<file path="config.mk">
export PLATFORM = sky130hd
export DESIGN_NAME = reg_wb_arbiter
export DESIGN_NICKNAME = d
export VERILOG_FILES = /design/src/rtl/otter_wb_pkg.sv /design/src/rtl/reg_wb_arbiter_fifo.sv /design/src/rtl/reg_wb_arbiter.sv
export SDC_FILE = /design/constraint.sdc
export NUM_CORES = 1
export LEC_CHECK = 0
export ABC_AREA = 1
export CAP_MARGIN = 25
export CORE_ASPECT_RATIO = 0.75
export CORE_MARGIN = 2
export CORE_UTILIZATION = 45
export DETAILED_ROUTE_END_ITERATION = 12
export GPL_TIMING_DRIVEN = 0
export PLACE_DENSITY = 0.68
export SKIP_LAST_GASP = 1
export SYNTH_ARGS = -nofsm -noshare
export SYNTH_HDL_FRONTEND = slang
export SYNTH_HIERARCHICAL = 1
export SYNTH_SLANG_ARGS = --single-unit
</file>
<file path="constraint.sdc">
create_clock -name clk -period 3 [get_ports clk]
set_input_delay 0.9 -clock clk [delete_from_list [all_inputs] [get_ports clk]]
set_output_delay 0.9 -clock clk [all_outputs]
set_load 0.05 [all_outputs]
</file>
<file path="src/rtl/otter_wb_pkg.sv">
// rtl/otter_wb_pkg.sv - shared widths and queue entry type for the writeback arbiter
package otter_wb_pkg;

  localparam int XLEN       = 32;
  localparam int REG_ADDR_W = 5;

  typedef struct packed {
    logic [REG_ADDR_W-1:0] addr;
    logic [XLEN-1:0]       data;
  } wb_entry_t;

endpackage

</file>
<file path="src/rtl/reg_wb_arbiter_fifo.sv">
// rtl/reg_wb_arbiter_fifo.sv - wb_fifo: in-order load writeback queue with per-entry address match
module wb_fifo
  import otter_wb_pkg::*;
#(
  parameter int DEPTH = 4
) (
  input  logic                    clk,
  input  logic                    rst,
  input  logic                    push,
  input  logic [REG_ADDR_W-1:0]   push_addr,
  input  logic [XLEN-1:0]         push_data,
  input  logic                    pop,
  output logic [REG_ADDR_W-1:0]   head_addr,
  output logic [XLEN-1:0]         head_data,
  output logic [$clog2(DEPTH):0]  count,
  output logic                    full,
  output logic                    empty,
  input  logic [REG_ADDR_W-1:0]   chk_addr1,
  input  logic [REG_ADDR_W-1:0]   chk_addr2,
  output logic [DEPTH-1:0]        match1,
  output logic [DEPTH-1:0]        match2
);

  localparam int AW = $clog2(DEPTH);
  localparam int CW = AW + 1;

  wb_entry_t       mem_q [DEPTH];
  logic [AW-1:0]   wptr_q, wptr_d;
  logic [AW-1:0]   rptr_q, rptr_d;
  logic [CW-1:0]   count_q, count_d;
  logic            do_push, do_pop;
  logic [AW-1:0]   offs;

  // A full queue never takes a push and an empty one never pops, whatever the caller asks.
  assign do_push = push && !full;
  assign do_pop  = pop && !empty;

  assign count     = count_q;
  assign full      = (count_q == CW'(DEPTH));
  assign empty     = (count_q == '0);
  assign head_addr = mem_q[rptr_q].addr;
  assign head_data = mem_q[rptr_q].data;

  // Pointer and occupancy next state; DEPTH is a power of two so pointers wrap naturally.
  always_comb begin
    wptr_d  = do_push ? wptr_q + AW'(1) : wptr_q;
    rptr_d  = do_pop  ? rptr_q + AW'(1) : rptr_q;
    count_d = count_q;
    if (do_push && !do_pop) count_d = count_q + CW'(1);
    else if (!do_push && do_pop) count_d = count_q - CW'(1);
  end

  // Pointer and occupancy registers, cleared asynchronously so reset drops all entries.
  always_ff @(posedge clk or posedge rst) begin
    if (rst) begin
      wptr_q  <= '0;
      rptr_q  <= '0;
      count_q <= '0;
    end else begin
      wptr_q  <= wptr_d;
      rptr_q  <= rptr_d;
      count_q <= count_d;
    end
  end

  // Entry storage; validity comes from the pointers, so the data itself needs no reset.
  always_ff @(posedge clk) begin
    if (do_push) mem_q[wptr_q] <= '{addr: push_addr, data: push_data};
  end

  // An entry is live when its distance from the read pointer is below the occupancy.
  always_comb begin
    match1 = '0;
    match2 = '0;
    offs   = '0;
    for (int i = 0; i < DEPTH; i++) begin
      offs = AW'(i) - rptr_q;
      if ({1'b0, offs} < count_q) begin
        if ((chk_addr1 != '0) && (mem_q[i].addr == chk_addr1)) match1[i] = 1'b1;
        if ((chk_addr2 != '0) && (mem_q[i].addr == chk_addr2)) match2[i] = 1'b1;
      end
    end
  end

endmodule

</file>
<file path="src/rtl/reg_wb_arbiter.sv">
// rtl/reg_wb_arbiter.sv - register-file write port arbiter, ALU over queued loads; REG_WB_BYPASS_EN enables empty-queue load bypass
module reg_wb_arbiter
  import otter_wb_pkg::*;
#(
  parameter int DEPTH = 4
) (
  input  logic                    clk,
  input  logic                    rst,
  input  logic                    alu_valid,
  input  logic [REG_ADDR_W-1:0]   alu_addr,
  input  logic [XLEN-1:0]         alu_data,
  input  logic                    ld_valid,
  output logic                    ld_ready,
  input  logic [REG_ADDR_W-1:0]   ld_addr,
  input  logic [XLEN-1:0]         ld_data,
  output logic                    w_en,
  output logic [REG_ADDR_W-1:0]   w_addr,
  output logic [XLEN-1:0]         w_data,
  input  logic [REG_ADDR_W-1:0]   chk_addr1,
  input  logic [REG_ADDR_W-1:0]   chk_addr2,
  output logic                    pend1,
  output logic                    pend2,
  output logic [$clog2(DEPTH):0]  q_count
);

  logic                    accept, bypass, push, pop;
  logic                    sel_valid;
  logic [REG_ADDR_W-1:0]   sel_addr;
  logic [XLEN-1:0]         sel_data;
  logic [REG_ADDR_W-1:0]   head_addr;
  logic [XLEN-1:0]         head_data;
  logic                    fifo_full, fifo_empty;
  logic [DEPTH-1:0]        match1, match2;
  logic                    w_en_q, w_en_d;
  logic [REG_ADDR_W-1:0]   w_addr_q, w_addr_d;
  logic [XLEN-1:0]         w_data_q, w_data_d;

  assign ld_ready = !fifo_full && !rst;
  assign accept   = ld_valid && ld_ready;

`ifdef REG_WB_BYPASS_EN
  assign bypass = accept && fifo_empty && !alu_valid;
`else
  assign bypass = 1'b0;
`endif

  wb_fifo #(.DEPTH(DEPTH)) u_fifo (
    .clk       (clk),
    .rst       (rst),
    .push      (push),
    .push_addr (ld_addr),
    .push_data (ld_data),
    .pop       (pop),
    .head_addr (head_addr),
    .head_data (head_data),
    .count     (q_count),
    .full      (fifo_full),
    .empty     (fifo_empty),
    .chk_addr1 (chk_addr1),
    .chk_addr2 (chk_addr2),
    .match1    (match1),
    .match2    (match2)
  );

  // Write-port ownership: ALU first, then queue head, then (optionally) a bypassing load.
  always_comb begin
    sel_valid = 1'b0;
    sel_addr  = '0;
    sel_data  = '0;
    pop       = 1'b0;
    push      = accept && !bypass;
    if (alu_valid) begin
      sel_valid = 1'b1;
      sel_addr  = alu_addr;
      sel_data  = alu_data;
    end else if (!fifo_empty) begin
      sel_valid = 1'b1;
      sel_addr  = head_addr;
      sel_data  = head_data;
      pop       = 1'b1;
    end else if (bypass) begin
      sel_valid = 1'b1;
      sel_addr  = ld_addr;
      sel_data  = ld_data;
    end
  end

  // x0 writes are consumed but never reach the register file, so they present all zeros.
  always_comb begin
    w_en_d   = sel_valid && (sel_addr != '0);
    w_addr_d = w_en_d ? sel_addr : '0;
    w_data_d = w_en_d ? sel_data : '0;
  end

  // Registered write port with asynchronous clear.
  always_ff @(posedge clk or posedge rst) begin
    if (rst) begin
      w_en_q   <= 1'b0;
      w_addr_q <= '0;
      w_data_q <= '0;
    end else begin
      w_en_q   <= w_en_d;
      w_addr_q <= w_addr_d;
      w_data_q <= w_data_d;
    end
  end

  assign w_en   = w_en_q;
  assign w_addr = w_addr_q;
  assign w_data = w_data_q;
  assign pend1  = (|match1) && !rst;
  assign pend2  = (|match2) && !rst;

endmodule
</file>
==> results of run 1 <==
-- stage by stage --
step	cells	total power, mW
2_1_floorplan	664	5.98
3_3_place_gp	1031	7.18
3_5_place_dp	1035	7.32
4_1_cts	1070	9.66
5_1_grt	1072	10.2
6_report	1072	9.73
-- cell usage after synthesis --
master / count / share of area (%)
a22oi_1: 67 / 6.2
nor2_2: 3 / 0.23
buf_4: 10 / 0.93
nor2_1: 71 / 3.3
edfxtp_1: 148 / 55
o21ai_2: 1 / 0.11
buf_6: 5 / 0.70
xor2_1: 14 / 1.5
inv_2: 2 / 0.093
o21ai_4: 1 / 0.20
buf_1: 1 / 0.047
clkinv_1: 1 / 0.047
ha_1: 9 / 1.4
o2111ai_1: 3 / 0.33
dfrtp_1: 45 / 14
nand2_1: 141 / 6.6
nor2_4: 1 / 0.14
nand4_1: 2 / 0.16
buf_2: 5 / 0.31
clkbuf_1: 11 / 0.51
nor3b_1: 1 / 0.093
nor4_1: 2 / 0.16
nand3_1: 48 / 3.0
xnor2_1: 17 / 1.8
o21ai_0: 3 / 0.19
a21oi_1: 5 / 0.31
fa_1: 1 / 0.25
inv_1: 46 / 2.1
-- worst min-delay path by stage --
stage               cells past startpoint                          from                           end
floorplan                               2  u_fifo/wptr_q[1]$_DFFE_PP0P_  u_fifo/wptr_q[1]$_DFFE_PP0P_
global placement                        2  u_fifo/wptr_q[1]$_DFFE_PP0P_  u_fifo/wptr_q[1]$_DFFE_PP0P_
detailed placement                      1   u_fifo/count[0]$_DFFE_PP0P_   u_fifo/count[0]$_DFFE_PP0P_
CTS                                     1   u_fifo/count[0]$_DFFE_PP0P_   u_fifo/count[0]$_DFFE_PP0P_
global route                            2  u_fifo/wptr_q[0]$_DFFE_PP0P_  u_fifo/wptr_q[0]$_DFFE_PP0P_
finish                                  1   u_fifo/count[0]$_DFFE_PP0P_   u_fifo/count[0]$_DFFE_PP0P_
-- area by class of cell --
| class | instances | area (sq um) | area share (%) |
|---|---|---|---|
| Clock inverter | 12 | 158 | 1.51 |
| Clock buffer | 20 | 437 | 4.18 |
| Tap cell | 242 | 303 | 2.90 |
| Inverter | 49 | 184 | 1.76 |
| Multi-Input combinational cell | 391 | 2210 | 21.1 |
| Timing Repair Buffer | 136 | 1410 | 13.5 |
| Buffer | 29 | 183 | 1.75 |
| Sequential cell | 193 | 5570 | 53.3 |
-- per-layer routing --
layer  vias up  part of all wire [%]  wire length (um)  track usage (%)
met5         -                     0                 0                0
met4         0                   1.5               306             6.98
met2       207                    47              9480             34.5
met1      2732                    44              8980             30.5
met3        32                   7.3              1480             5.71
li1       2610                     -                 -                -
-- flip-flops by register name, indices dropped and copies added, names as in the netlist --
signal / flops
w_addr: 5
u_fifo/rptr_q: 2
u_fifo/wptr_q: 2
u_fifo/count: 3
u_fifo/mem_q: 148
w_en: 1
w_data: 32
-- power by group through the flow --
| stage | clock network (mW) | logic [mW] | registers (mW) |
|---|---|---|---|
| 2_1_floorplan | 0 | 1.60 | 4.38 |
| 3_3_place_gp | 0 | 3.59 | 3.59 |
| 3_5_place_dp | 0 | 3.73 | 3.59 |
| 4_1_cts | 2.30 | 3.83 | 3.53 |
| 5_1_grt | 2.41 | 4.24 | 3.57 |
| 6_report | 2.25 | 3.95 | 3.53 |
-- cell families (layout without fill, tap and decap cells) --
kind of cell / count (synthesis) / after routing / synth area share [%]
xor+xnor: 31 / 31 / 3.37
flops: 193 / 193 / 69.2
compound gates: 80 / 80 / 7.38
buf+inv: 81 / 246 / 4.79
simple gates: 269 / 270 / 13.6
fa+ha+maj: 10 / 10 / 1.65
-- what timing repair did --
action	4_1_cts	5_1_grt
resized for setup	32	10
buffers inserted	4	3
gates cloned	0	1
endpoints found under the hold margin	0	0
pin swaps	6	13
setup endpoints to repair	3	21
==> run metrics, run 1 <==
run status finished with violations; failing checks negative setup slack; min cycle time layout 3.30 ns; max cap viols 0; die width 158 um; most common cell after layout, fill and taps aside edfxtp_1; crit path launch u_fifo/rptr_q[0]$_DFFE_PP0P_; clock-pin slew of the registers on the worst-case setup and hold paths 0.07 ns; H-tree levels 4; drt total wl 20300 um; Setup crit end pend1; Final #Nets 915; fraction of layout cells with a size suffix above 1 11.0%; Buffers on Ports 125; worst-margin pin slew 0.925 ns; slowest CP cell dfrtp_2; die height 120 um; clk sinks 193; DRC 0; setup slack, reg-to-reg 0.37 ns; die area 0.0190 sq mm; worst r2r dst w_data[7]$_DFF_PP0_; CP dominant cell by count inv_2; Final period util 110%; core area 0.0176 sq mm; Mapped Area 0.00805 sq mm; final design utilization 59.4%; drt wl/cell 18.9 um; GRT Util Overall 22.1%; CP endpoint kind output port; final setup vio count 2; crit-path cells inv_2, nor2_4, nor2_4, inv_2, ha_4, inv_2, nor2_2, a21oi_2, nand3_1, nor2_1, nor4_2, nor2_2, buf_6; # IOs 132; most frequent cells in the layout edfxtp_1 (148), nand2_1 (141), clkdlybuf4s50_1 (118); first-pass GRT wire length 30400 um; largest net degree at the start of global routing 39; Final Max Tran Viols 0; DP Area 0.00974 sq mm; Antenna Nets Post-Route 0; Initial Utilization 45.7%; vias in the first global route 5607; CTS Root Cell clkbuf_16; Seq pwr share 36.3%; Clk pwr share 23.1%; clock buffer depth 2; slew margin rel. 38.3%; Worst Path Buf+Inv 4; Setup TNS Final -0.576 ns; Gate Count Post-Synth 664; initial antenna violation count 0; hold_buf cts 0; internal cell power 6.03 mW; NetSw 3.70 mW; Critical Path Stages 13; synth warn 6; Detail Placement HPWL 13900 um; vias per cell 5.21; share of the yosys chip area belonging to registers 69.2%; PwrDens 931 mW/mm^2; RR Startpoint u_fifo/rptr_q[1]$_DFFE_PP0P_; CP max stage delay 0.46 ns; setup ws final -0.296 ns; Leak 3.97 nW; worst reg2reg path depth 14; Unique masters post-synth 28; Mapped Nets 762; pre-CTS WS -1.01 ns; Clock Skew 0.00795 ns; 1st-iter DRT viols 459; standard-cell rows 42; grt ovf 0; routability congestion estimate 0.888; Finished Cell Area 0.0105 sq mm; Clock Latency Late Sink 0.43 ns; WP data required 2.10 ns; Max Freq 303 MHz; Critical Path Start Type register; fill count 1426; CTS tree built; arrival time worst endpoint 2.40 ns; Hold Vio Cnt, Final 0; logic gate share of total power 40.6%; post-synthesis register bit count 193; drt first pass iters 5; Vias 5581; Min Hold Slack 0.621 ns; antenna cell count 0; area growth from synthesis to layout 29.8%; cts bufs inserted 17; RSZ-0062 raised after global routing true; worst setup path class reg2out; family with the most delay on the worst path simple AND/OR/NAND/NOR gates; switching share of power 38.0%; maximum VDD drop 0.536 mV; Hold/Removal Path Class reg2reg; syn_area_per_cell 12.1 sq um; crit path max fanout 5
Note: power is estimated with default switching activity, not from simulation.
==> inputs of run 2 (changes only) <==
SETUP_SLACK_MARGIN = 0.3   (was not set)
==> run 2 against run 1 <==
  * The flow still finishes with violations (negative setup slack)
  * Final cell count grew 0.84%
  * Largest cell class unchanged
  * Critical path type unchanged
  * Cell area grew 1.7%
  * Combinational power grew 4%
  * Non-clock buffer count grew 9
  * Fmax shrank 2.8%
  * Highest routed layer unchanged
==> run metrics, run 2 (same netlist as run 1, synthesis figures left out) <==
run status finished with violations; failing checks negative setup slack; clk sinks 193 (unchanged); worst-margin pin slew 0.905 ns (-0.0200 ns); drt first pass iters 5 (unchanged); clock-pin slew of the registers on the worst-case setup and hold paths 0.07 ns (about the same); cts bufs inserted 17 (unchanged); drt total wl 21000 um (+3.9%); top layer in use met4; Final Max Tran Viols 0 (unchanged); area taken by multi-input logic gates 0.00220 sq mm (-0.17%); Initial Utilization 45.7% (unchanged); Max Freq 295 MHz (-2.8%); standard-cell rows 42 (unchanged); min cycle time layout 3.39 ns (+0.0957 ns); hold_buf cts 0 (unchanged); PwrDens 948 mW/mm^2 (+1.8%); Final period util 113% (+3.2 points); routability congestion estimate 0.810 (-8.9%); M1 wire length 9000 um (+0.17%); largest net degree at the start of global routing 39 (unchanged); Reg area 0.00557 sq mm (about the same); area growth from synthesis to layout 32.0%; Detail Placement HPWL 14000 um (+1.3%); die width 158 um (unchanged); CTS tree built; Final #Nets 923 (+0.87%); family with the most delay on the worst path simple AND/OR/NAND/NOR gates; vias per cell 5.31 (+2.1%); WP data required 2.10 ns (about the same); Hold Vio Cnt, Final 0 (unchanged); GRT Util Overall 22.7% (+0.66 points); grt ovf 0 (unchanged); die area 0.0190 sq mm (unchanged); fill count 1392 (-2.4%); vias in the first global route 5756 (+2.7%); DRC 0 (unchanged); drt wl/cell 19.5 um (+3.0%); crit path max fanout 3 (-2); final setup vio count 2 (unchanged); crit-path cells inv_2, nor2_4, buf_6, nor2_4, ha_1, inv_1, nor2_1, a21oi_2, nand3_1, nor2_1, nor4_2, nor2_2, buf_6; CTS Root Cell clkbuf_16; CP endpoint kind output port; met2 WL post-DR 9840 um (+3.7%); RSZ-0062 raised after global routing true; clock buffer depth 2 (unchanged); die height 120 um (unchanged); initial antenna violation count 0 (unchanged); first-pass GRT wire length 31500 um (+3.6%); 1st-iter DRT viols 519 (+13%); slew margin rel. 39.6% (+1.3 points); Leak 4.08 nW (+2.8%); worst setup path class reg2out; met3 WL post-DR 1670 um (+13%); Antenna Nets Post-Route 0 (unchanged); maximum VDD drop 0.662 mV (+24%); most common cell after layout, fill and taps aside edfxtp_1; most frequent cells in the layout edfxtp_1 (148), nand2_1 (141), clkdlybuf4s50_1 (116); setup ws final -0.391 ns (-0.0957 ns); arrival time worst endpoint 2.49 ns (+0.09 ns); fraction of layout cells with a size suffix above 1 13.1% (+2.2 points); Clock Skew 0.0104 ns (+0.00248 ns); slowest CP cell dfrtp_2; Clock Latency Late Sink 0.43 ns (about the same); Vias 5745 (+2.9%); core area 0.0176 sq mm (unchanged); H-tree levels 4 (unchanged); Min Hold Slack 0.638 ns (+0.0169 ns); pre-CTS WS -1.10 ns (-0.0858 ns); Worst Path Buf+Inv 4 (unchanged); most flop-heavy register u_fifo/mem_q; max reg flops 148 (unchanged); max cap viols 0 (unchanged); Buffers on Ports 125 (unchanged); # IOs 132 (unchanged); CP max stage delay 0.43 ns (-0.03 ns); Critical Path Start Type register; Hold/Removal Path Class reg2reg
run 2: cell types whose count changed in the layout (fill, tap and decap cells not counted), sizes merged, moves of 2 or more:
cell           before  now
clkinv              4    2
buf                32   41
clkdlybuf4s50     118  116
dlygate4sd2         4    6
clkinvlp            3    1
inv                51   57
run 2: path summary, 6_finish.rpt:
check | startpoint | endpoint | slack [ns] | depth (start not counted)
hold reg to reg | u_fifo/mem_q[2][29]$_DFFE_PP_ | w_data[29]$_DFF_PP0_ | 0.64 | 4
min in group asynchronous | rst | u_fifo/count[2]$_DFFE_PP0P_ | 0.73 | 2
hold / removal | u_fifo/mem_q[2][29]$_DFFE_PP_ | w_data[29]$_DFF_PP0_ | 0.64 | 4
setup / recovery | u_fifo/rptr_q[1]$_DFFE_PP0P_ | pend1 | -0.39 | 13
setup reg to reg | u_fifo/count[1]$_DFFE_PP0P_ | u_fifo/count[2]$_DFFE_PP0P_ | 0.23 | 13
max in group asynchronous | rst | w_data[31]$_DFF_PP0_ | 1.45 | 2
run 2: layer usage:
metal,GRT usage [%],vias to the layer above
met4,8.39,0
li1,-,2631
met5,0,-
met1,31.1,2819
met3,5.56,37
met2,35.6,258
run 2: metrics by stage:
step | total power [mW] | util (%) | cell area [sq um] | std cells | TNS [ns]
floorplan | 6.01 | - | 8090 | 664 | 0
global placement | 7.23 | 54.8 | 9640 | 1031 | -193.35
detailed placement | 7.37 | 55.5 | 9770 | 1035 | -39.19
CTS | 9.90 | 59.5 | 10500 | 1073 | -0.625
global route | 10.5 | 60.4 | 10600 | 1080 | -0.967
finish | 10.1 | 60.4 | 10600 | 1081 | -0.763
run 2: timing repair:
action / 4_1_cts / 5_1_grt
setup buffers: 6 / 7
pin swaps: 9 / 11
endpoints found under the setup margin: 83 / 80
gates resized for setup: 35 / 12
endpoints found under the hold margin: 0 / 0
run 2: final cells by class:
class	count	area share, %
clock buffer	18	4.13
inverter	49	1.77
buffer	32	2.05
sequential	193	52.4
timing repair buffer	142	14.1
tap	242	2.85
multi-input combinational	390	20.7
clock inverter	14	1.94
antenna	1	0.0235
run 2: worst register-to-register path, delay by kind of cell (launching register included):
family                   cells  cell delay, ns
adder cells (fa/ha/maj)      2            0.59
flip-flops                   1            0.43
AND/OR/NAND/NOR              5            0.81
buffers and inverters        4            0.52
XOR/XNOR                     1            0.15
AO/OA/AOI/OAI                1            0.20
run 2: power breakdown:
group | switching (mW) | internal (mW) | leakage [nW]
sequential | 0.184 | 3.35 | 1.89
combinational | 2.67 | 1.43 | 1.88
clock | 1.06 | 1.38 | 0.319
total | 3.91 | 6.16 | 4.08
==> patch (config.mk and constraints of run 1) <==
`DEPTH` is set to 4 in 2 places; all go to 16.
--- a/src/rtl/reg_wb_arbiter_fifo.sv
+++ b/src/rtl/reg_wb_arbiter_fifo.sv
@@ -2,7 +2,7 @@
 module wb_fifo
   import otter_wb_pkg::*;
 #(
-  parameter int DEPTH = 4
+  parameter int DEPTH = 16
 ) (
   input  logic                    clk,
   input  logic                    rst,
--- a/src/rtl/reg_wb_arbiter.sv
+++ b/src/rtl/reg_wb_arbiter.sv
@@ -2,7 +2,7 @@
 module reg_wb_arbiter
   import otter_wb_pkg::*;
 #(
-  parameter int DEPTH = 4
+  parameter int DEPTH = 16
 ) (
   input  logic                    clk,
   input  logic                    rst,
Interface: changed (resized q_count); port bits go from 132 to 134. No check against the original RTL was run, so the function may have changed too.
==> patch against run 1 <==
- the flow still finishes with violations (setup timing)
- worst setup slack got worse by 880 ps
- via count rose to 4.3 times the old value
- sequential cell count rose by 450
- non-clock buffer count rose by 189
- design area rose to 3.7 times the old value
- power rose to 3.6 times the old value
- routed wire length rose to 4.7 times the old value
- first-iteration DRC count rose to 5.7 times the old value
- synthesized area rose to 4.0 times the old value
- sequential share of layout area fell by 3.5 points
- clock skew rose by 18 ps
==> patch: results (changes against run 1) <==
[cells_and_area]
nets=3903  ; was 915
seq_share_pct=49.82  ; was 53.32%
multi_input_area_share_pct=25.67  ; was 21.11%
final_util_pct=54.40  ; was 59.37%
fill_cells=6055  ; was 1,426
nMultiInputCombCells=1986  ; was 391
n_all_inverters=719  ; was 49

[min_path]
holdCritStartpoint=u_fifo/count[4]  ; was u_fifo/count[0]

[grt]
grt_pass1_vias=23060  ; was 5,607
grt_pass1_wl_mm=140.7  ; was 30.44 mm
antenna_found_initial=2  ; was 0

[route]
dr_total_vias=24070  ; was 5,581
wl_per_cell_um=19.95  ; was 18.89 µm
drtIter0Drc=2630  ; was 459

[timing]
finClkSkew_ps=25.79  ; was 7.946 ps
setup_viol=2  ; unchanged
worst_slack_ps=-1180  ; was -295.6 ps
relSlewSlack_pct=35.98  ; was 38.26%

[outcome]
status=finished with violations  ; unchanged
violations=setup timing  ; unchanged

[place]
dp.final_hpwl_mm=64.99  ; was 13.86 mm
pre_cts_ws_ps=-1763  ; was -1015 ps

[die]
dieArea_mm2=0.07351  ; was 0.01899 mm²

[synthesis]
avgSynthCellArea_um2=9.172  ; was 12.13 µm²
yosys-top-cells-area=edfxtp_1, nand2_1, inv_1, nand3_1, dfrtp_1  ; was edfxtp_1, dfrtp_1, nand2_1, a22oi_1, nor2_1
syn_nets=3632  ; was 762
ys_seq_area_share_pct=59.35  ; was 69.17%

[power]
p_leak_nw=17.39  ; was 3.971 nW

[setup_path]
arrival_ps=3280  ; was 2400 ps

[clock_network]
cts_buffer_depth=3  ; was 2

patch: critical path: stages, from the launching register on:
cell and delay (ps):
dfrtp_2 460, clkinv_4 100, buf_12 150, buf_8 150
ha_4 290, inv_2 50, ha_4 260, nand2_1 50
inv_1 70, nand4_1 150, nand3_4 180, nor2_2 50
nor2_1 110, nand4_1 160, nor2_2 210, nor2_4 40
buf_6 160
patch: final timing paths:
| path | to | slack (ps) | cells after the start |
|---|---|---|---|
| worst max-delay path | pend2 | -1180 | 16 |
| worst min-delay path | u_fifo/count[4] | 630 | 2 |
| worst max register to register | w_data[15] | 90 | 17 |
| worst min register to register | u_fifo/count[4] | 630 | 2 |
| max in group asynchronous | w_data[15] | 1460 | 3 |
| min in group asynchronous | w_addr[3] | 960 | 2 |
patch: cells by family after synthesis:
logic type	share of synthesized area, %
flip-flops	59.35
XOR/XNOR	4.665
AND/OR/NAND/NOR	21.64
buffers and inverters	11.43
adder cells (fa/ha/maj)	1.738
AO/OA/AOI/OAI	1.177
patch: what timing repair did:
action | in CTS | in global routing
pin swaps | 27 | 28
setup buffers | 35 | 24
cloned | 1 | 0
hold buffers | 0 | 0
gates resized for setup | 77 | 54
endpoints found under the setup margin | 412 | 323
patch: power by group:
part / total, W / internal (W) / switching (W)
combinational: 0.0159 / 0.00519 / 0.0107
clock: 0.00807 / 0.00464 / 0.00342
sequential: 0.0108 / 0.0105 / 0.000296
patch: per-layer routing:
layer	routed length, µm	share of wire (%)	global-route usage [%]	vias to the layer above
li1	-	-	-	11380
met1	40820	43	36.29	11320
met2	40550	43	38.25	1171
met3	10560	11	7.171	205
met4	3173	3.3	9.062	0
met5	0	0	0	-
